--- src/rtl/riscv_pkg.sv ---
// riscv_pkg: load/store encodings, LSU state type and alignment helper
package riscv_pkg;
  localparam logic [2:0] LS_B  = 3'b000;
  localparam logic [2:0] LS_H  = 3'b001;
  localparam logic [2:0] LS_W  = 3'b010;
  localparam logic [2:0] LS_BU = 3'b100;
  localparam logic [2:0] LS_HU = 3'b101;
  typedef enum logic [1:0] {IDLE, BUSY, DONE} lsu_state_t;
  function automatic logic is_misaligned(input logic [2:0] f3, input logic [1:0] a);
    return (f3 == LS_B || f3 == LS_BU) ? 1'b0 :
           (f3 == LS_H || f3 == LS_HU) ? a[0] :
           (f3 == LS_W) ? |a : 1'b1;
  endfunction
endpackage

--- src/rtl/lsu_mem_stage_if.sv ---
// lsu_mem_stage_if: req/ack data-memory bus between LSU (master) and memory (slave)
interface lsu_mem_stage_if #(parameter int ADDR_W = 32, parameter int DATA_W = 32);
  logic              mem_req;
  logic              mem_we;
  logic [ADDR_W-1:0] mem_addr;
  logic [3:0]        mem_be;
  logic [DATA_W-1:0] mem_wdata;
  logic              mem_ack;
  logic [DATA_W-1:0] mem_rdata;
  modport master (output mem_req, mem_we, mem_addr, mem_be, mem_wdata, input mem_ack, mem_rdata);
  modport slave (input mem_req, mem_we, mem_addr, mem_be, mem_wdata, output mem_ack, mem_rdata);
endinterface

--- src/rtl/lsu_load_align.sv ---
// lsu_load_align: selects the addressed byte/half of a read word and sign/zero-extends it
module lsu_load_align
  import riscv_pkg::*;
(
  input  logic [31:0] rdata,
  input  logic [2:0]  funct3,
  input  logic [1:0]  addr,
  output logic [31:0] data
);
  logic [7:0]  b;
  logic [15:0] h;
  always_comb begin
    b = 8'(rdata >> {addr, 3'b000});
    h = addr[1] ? rdata[31:16] : rdata[15:0];
    data = funct3 == LS_B  ? {{24{b[7]}}, b} :
           funct3 == LS_BU ? {24'b0, b} :
           funct3 == LS_H  ? {{16{h[15]}}, h} :
           funct3 == LS_HU ? {16'b0, h} : rdata;
  end
endmodule

--- src/rtl/lsu_mem_stage.sv ---
// lsu_mem_stage: MEM-stage load/store unit driving a multi-cycle req/ack data bus
module lsu_mem_stage
  import riscv_pkg::*;
#(
  parameter int ADDR_W = 32,
  parameter int DATA_W = 32
) (
  input  logic              clk,
  input  logic              rst_n,
  input  logic              MemRead_m,
  input  logic              MemWrite_m,
  input  logic [2:0]        funct3_m,
  input  logic [ADDR_W-1:0] ALUResult_m,
  input  logic [DATA_W-1:0] WriteData_m,
  input  logic              kill_m,
  lsu_mem_stage_if.master   bus,
  output logic [DATA_W-1:0] ReadData_m,
  output logic              lsu_stall,
  output logic              misalign_fault
);
  lsu_state_t        state_q, state_d;
  logic [ADDR_W-1:0] addr_q, addr_d, a;
  logic [2:0]        f3_q, f3_d, f3;
  logic              we_q, we_d, kill_q, kill_d, we;
  logic [DATA_W-1:0] wd_q, wd_d, rdata_q, rdata_d, wd, ext;
  logic              busy, acc, fault, issue, req, on;
  lsu_load_align u_align (.rdata(rdata_q), .funct3(f3_q), .addr(addr_q[1:0]), .data(ext));
  always_comb begin
    busy = state_q == BUSY;
    acc = state_q == IDLE && (MemRead_m || MemWrite_m) && !kill_m;
    fault = acc && (is_misaligned(funct3_m, ALUResult_m[1:0]) || (MemWrite_m && funct3_m[2]));
    issue = acc && !fault;
    req = issue || busy;
    on = req && rst_n;
    // BUSY replays the access from the copy taken at issue
    a = busy ? addr_q : ALUResult_m;
    f3 = busy ? f3_q : funct3_m;
    we = busy ? we_q : MemWrite_m;
    wd = busy ? wd_q : WriteData_m;
    state_d = (req && bus.mem_ack) ? DONE : req ? BUSY : IDLE;
    addr_d = issue ? ALUResult_m : addr_q;
    f3_d = issue ? funct3_m : f3_q;
    we_d = issue ? MemWrite_m : we_q;
    wd_d = issue ? WriteData_m : wd_q;
    kill_d = issue ? 1'b0 : (kill_q || (busy && kill_m));
    rdata_d = (req && bus.mem_ack) ? bus.mem_rdata : rdata_q;
    bus.mem_req = on;
    bus.mem_we = on && we;
    bus.mem_addr = on ? {a[ADDR_W-1:2], 2'b00} : '0;
    bus.mem_be = !on ? 4'h0 : !we ? 4'hF :
                 f3[1:0] == 2'b00 ? 4'b0001 << a[1:0] :
                 f3[1:0] == 2'b01 ? 4'b0011 << {a[1], 1'b0} : 4'hF;
    bus.mem_wdata = !(on && we) ? '0 :
                    f3[1:0] == 2'b00 ? {4{wd[7:0]}} :
                    f3[1:0] == 2'b01 ? {2{wd[15:0]}} : wd;
    lsu_stall = on;
    misalign_fault = fault && rst_n;
    ReadData_m = (rst_n && state_q == DONE && !we_q && !kill_q && !kill_m) ? ext : '0;
  end
  always_ff @(posedge clk or negedge rst_n) begin
    if (!rst_n) begin
      state_q <= IDLE;
      addr_q <= '0;
      f3_q <= '0;
      we_q <= 1'b0;
      kill_q <= 1'b0;
      wd_q <= '0;
      rdata_q <= '0;
    end else begin
      state_q <= state_d;
      addr_q <= addr_d;
      f3_q <= f3_d;
      we_q <= we_d;
      kill_q <= kill_d;
      wd_q <= wd_d;
      rdata_q <= rdata_d;
    end
  end
endmodule

--- src/flat_wrapper.sv ---
// flat-port wrapper written by rule: the top's interface ports become plain ports
module lsu_mem_stage_flat import riscv_pkg::*;
#(
  parameter int ADDR_W = 32,
  parameter int DATA_W = 32
)
  (clk, rst_n, MemRead_m, MemWrite_m, funct3_m, ALUResult_m, WriteData_m, kill_m, ReadData_m, lsu_stall, misalign_fault, bus_mem_req, bus_mem_we, bus_mem_addr, bus_mem_be, bus_mem_wdata, bus_mem_ack, bus_mem_rdata);
  lsu_mem_stage_if #(.ADDR_W(ADDR_W), .DATA_W(DATA_W)) bus_i ();
  input  logic clk;
  input  logic rst_n;
  input  logic MemRead_m;
  input  logic MemWrite_m;
  input  logic [2:0] funct3_m;
  input  logic [ADDR_W-1:0] ALUResult_m;
  input  logic [DATA_W-1:0] WriteData_m;
  input  logic kill_m;
  output logic [DATA_W-1:0] ReadData_m;
  output logic lsu_stall;
  output logic misalign_fault;
  output wire logic [$bits(bus_i.mem_req)-1:0] bus_mem_req;
  output wire logic [$bits(bus_i.mem_we)-1:0] bus_mem_we;
  output wire logic [$bits(bus_i.mem_addr)-1:0] bus_mem_addr;
  output wire logic [$bits(bus_i.mem_be)-1:0] bus_mem_be;
  output wire logic [$bits(bus_i.mem_wdata)-1:0] bus_mem_wdata;
  input wire logic [$bits(bus_i.mem_ack)-1:0] bus_mem_ack;
  input wire logic [$bits(bus_i.mem_rdata)-1:0] bus_mem_rdata;
  assign bus_mem_req = bus_i.mem_req;
  assign bus_mem_we = bus_i.mem_we;
  assign bus_mem_addr = bus_i.mem_addr;
  assign bus_mem_be = bus_i.mem_be;
  assign bus_mem_wdata = bus_i.mem_wdata;
  assign bus_i.mem_ack = bus_mem_ack;
  assign bus_i.mem_rdata = bus_mem_rdata;
  lsu_mem_stage #(.ADDR_W(ADDR_W), .DATA_W(DATA_W)) u_core (.clk(clk), .rst_n(rst_n), .MemRead_m(MemRead_m), .MemWrite_m(MemWrite_m), .funct3_m(funct3_m), .ALUResult_m(ALUResult_m), .WriteData_m(WriteData_m), .kill_m(kill_m), .bus(bus_i), .ReadData_m(ReadData_m), .lsu_stall(lsu_stall), .misalign_fault(misalign_fault));
endmodule
--- config.mk ---
export PLATFORM = sky130hd
export DESIGN_NAME = lsu_mem_stage_flat
export DESIGN_NICKNAME = d
export VERILOG_FILES = /design/src/rtl/riscv_pkg.sv /design/src/rtl/lsu_mem_stage_if.sv /design/src/rtl/lsu_load_align.sv /design/src/rtl/lsu_mem_stage.sv /design/src/flat_wrapper.sv
export SDC_FILE = /design/constraint.sdc
export NUM_CORES = 1
export LEC_CHECK = 0
export BUFFER_PORTS_ARGS = -buffer_cell sky130_fd_sc_hd__buf_4
export CAP_MARGIN = 20
export CORE_MARGIN = 10
export CORE_UTILIZATION = 55
export DETAILED_ROUTE_END_ITERATION = 8
export PLACE_DENSITY = 0.87
export SYNTH_ARGS = -nofsm -noshare
export SYNTH_HDL_FRONTEND = slang
export SYNTH_SLANG_ARGS = --single-unit
--- constraint.sdc ---
create_clock -name clk -period 6.2 [get_ports clk]
set_clock_uncertainty 0.1 [all_clocks]
set_input_delay 0.31 -clock clk [delete_from_list [all_inputs] [get_ports clk]]
set_output_delay 0.31 -clock clk [all_outputs]
set_load 0.05 [all_outputs]
==> out/results.ini <==
[timing]
min_period_ps = 3970
rsz0062_at_grt = no
clock.fmax_mhz = 252
relSlewSlack = 0.345
setup_viol = 0
slew_viol_final = 0
finalSetupTns_ps = 0
fin_crit_sh = 0.641
finalHoldViolCount = 0
worst_pin_slew_ps = 979

[synth]
seq_area_frac_synth = 0.429
avgSynthCellArea_um2 = 8.16
synth_warnings = 0
synth_async_sr_flop_share = 1.00
synth_seq_cells = 103
netlist_area_um2 = 6010
synth_edf_count = 0
synth.distinct_cells = 46
synth_ff_type = dfrtp_1
synth_cells = 737

[drt]
initialDrtViolationCount = 498
wl_per_cell_um = 18.3
drc_errors = 0
vias = 5930
ant_nets = 0
drt_pass1_iterations = 7
drt-total-wl_um = 19300
avgViaCountPerCell = 5.63

[die]
ios = 209
die-width_um = 125
dieArea_um2 = 15500
fp-row-count = 38
initial_utilization = 0.557
core_area_um2 = 10800
die_y_um = 125

[placement]
place_congestion = 0.896
port_buffers = 206
detailed_place_hpwl_um = 13700

[layout]
fin_util = 0.727
drive_gt1_frac = 0.277
final_nets = 1013
diodes = 0
syn_to_final_growth_pct = 30.5

[clock_tree]
insertion_delay_ps = 370
root_buffer = clkbuf_8
cts_tree = done
clock_sinks = 103
cts_made_buffers = 9
ctsHtreeMaxLevel = 3
clk_pin_slew_worst_paths_ps = 100
postCtsSetupBuffers = 0
cts_buffer_depth = 2

[worst_setup_path]
cp.arrival_ps = 3560
critical_path.max_fanout = 57
cp_common_cell = buf_4
cp-end-kind = output pin
cp-start-kind = primary input
path_class = primary input to output pin
cp_cell_sequence = dlygate4sd3_1 -> buf_4 -> nand3_1 -> or2_2 -> a221oi_1 -> buf_4
critPathMaxStageDelay_ps = 870
slowest_stage = nand3_1
worstPathRequired_ps = 5790

[pwr]
leakagePower_nw = 4.05
max-vdd-ir-drop_mv = 0.189
p_per_area_nw_per_um2 = 281

[global_routing]
grt_max_degree = 70
grt_pass1_vias = 5788
grt.overflow.total = 0
grt_pass1_wl_um = 30200
antenna_found_initial = 0
grt_use_total = 0.233

[job]
maxCapViolCount = 0

[outcome]
status = finished clean

[worst_hold_path]
hp-class = primary input to flip-flop

==> area by class of cell <==
type / instances / area (µm²)
Clock inverter: 5 / 81.3
Tap cell: 140 / 175
Inverter: 7 / 26.3
Fill cell: 858 / 2950
Sequential cell: 103 / 2580
Multi-Input combinational cell: 569 / 3190
Timing Repair Buffer: 218 / 1650
Clock buffer: 11 / 141
==> cell usage after synthesis, types with 7 or more instances <==
library cell  number  area (µm²)
a221oi_1           9        78.8
a31oi_1            9        56.3
nand2_1          307        1150
nor2_1            23        86.3
mux2i_1           19         190
clkbuf_1          46         173
mux2_1            32         360
a311oi_1           7        61.3
buf_4              7        52.6
a211oi_1          17         128
a21oi_1           37         185
mux4_2             8         180
nor2b_1           18         113
and3_1             8        50.1
and2_1             9        56.3
dfrtp_1          103        2580
nor3_1            24         120
==> critical path: cells and delay by family <==
kind	cells	cell delay, ps
AO/OA/AOI/OAI	1	280
buffers and inverters	3	1380
AND/OR/NAND/NOR	2	1560
==> through the flow <==
| step | cells | power (mW) | instance area, µm² | worst slack, ps | hold slack (ps) |
|---|---|---|---|---|---|
| finish | 1053 | 2.20 | 7850 | 2230 | 26.4 |
| global placement | 1033 | 1.69 | 7570 | 2830 | 310 |
| global route | 1053 | 2.33 | 7850 | 1980 | 27.5 |
| floorplan | 738 | 1.49 | 6020 | 2070 | -85.6 |
| detailed placement | 1033 | 1.73 | 7570 | 2740 | 314 |
| CTS | 1051 | 2.20 | 7820 | 2190 | 19.8 |
==> placed cells by master (no fill, tap or decap), drive strengths merged, types with 4 or more instances in the layout <==
| master | n |
|---|---|
| a211oi | 17 |
| mux2 | 34 |
| mux2i | 19 |
| dfrtp | 103 |
| a221oi | 10 |
| nor3 | 24 |
| o21ai | 4 |
| and2 | 9 |
| inv | 7 |
| mux4 | 8 |
| and3 | 8 |
| a22o | 6 |
| a311oi | 7 |
| a21oi | 37 |
| buf | 215 |
| nand2 | 307 |
| a31oi | 9 |
| clkbuf | 12 |
| nor2 | 23 |
| nor2b | 18 |
==> routing by layer <==
metal  share of wire  global-route usage
met2            0.47               0.371
met1            0.40               0.285
met4           0.035               0.105
met5               0                   0
met3           0.087              0.0728
==> final timing paths <==
| check | from | end | slack (ps) | depth (start not counted) |
|---|---|---|---|---|
| setup / recovery | rst_n | ReadData_m[15] | 2230 | 6 |
| hold / removal | WriteData_m[12] | u_core.wd_q[12] | 30 | 3 |
| hold reg to reg | u_core.addr_q[25] | u_core.addr_q[25] | 380 | 2 |
| min in group asynchronous | rst_n | u_core.wd_q[12] | 430 | 2 |
| max in group asynchronous | rst_n | u_core.addr_q[11] | 4420 | 3 |
| setup reg to reg | u_core.state_q[1] | u_core.addr_q[5] | 3860 | 5 |
==> registers in the layout (all words and copies together), names as in the netlist <==
register,count
u_core.f3_q,3
u_core.state_q,2
u_core.rdata_q,32
u_core.we_q,1
u_core.addr_q,32
u_core.kill_q,1
u_core.wd_q,32
==> kinds of logic (layout without fill, tap and decap cells) <==
| group | count (synthesis) | after routing | synth area share |
|---|---|---|---|
| other | 1 | 2 | 0.000624 |
| multiplexers | 61 | 61 | 0.125 |
| AO/OA/AOI/OAI | 104 | 104 | 0.120 |
| buffers and inverters | 66 | 241 | 0.0468 |
| AND/OR/NAND/NOR | 402 | 402 | 0.279 |
| flip-flops | 103 | 103 | 0.429 |
==> report_power, final <==
group,internal [mW],total [mW],switching [mW]
clock,0.239,0.477,0.238
sequential,0.866,1.04,0.177
combinational,0.299,0.684,0.386
==> timing repair <==
action,CTS,global route
gates resized for setup,0,0
endpoints found under the hold margin,55,0
hold buffers,2,0
No activity file was read; power rests on OpenSTA's default activity.
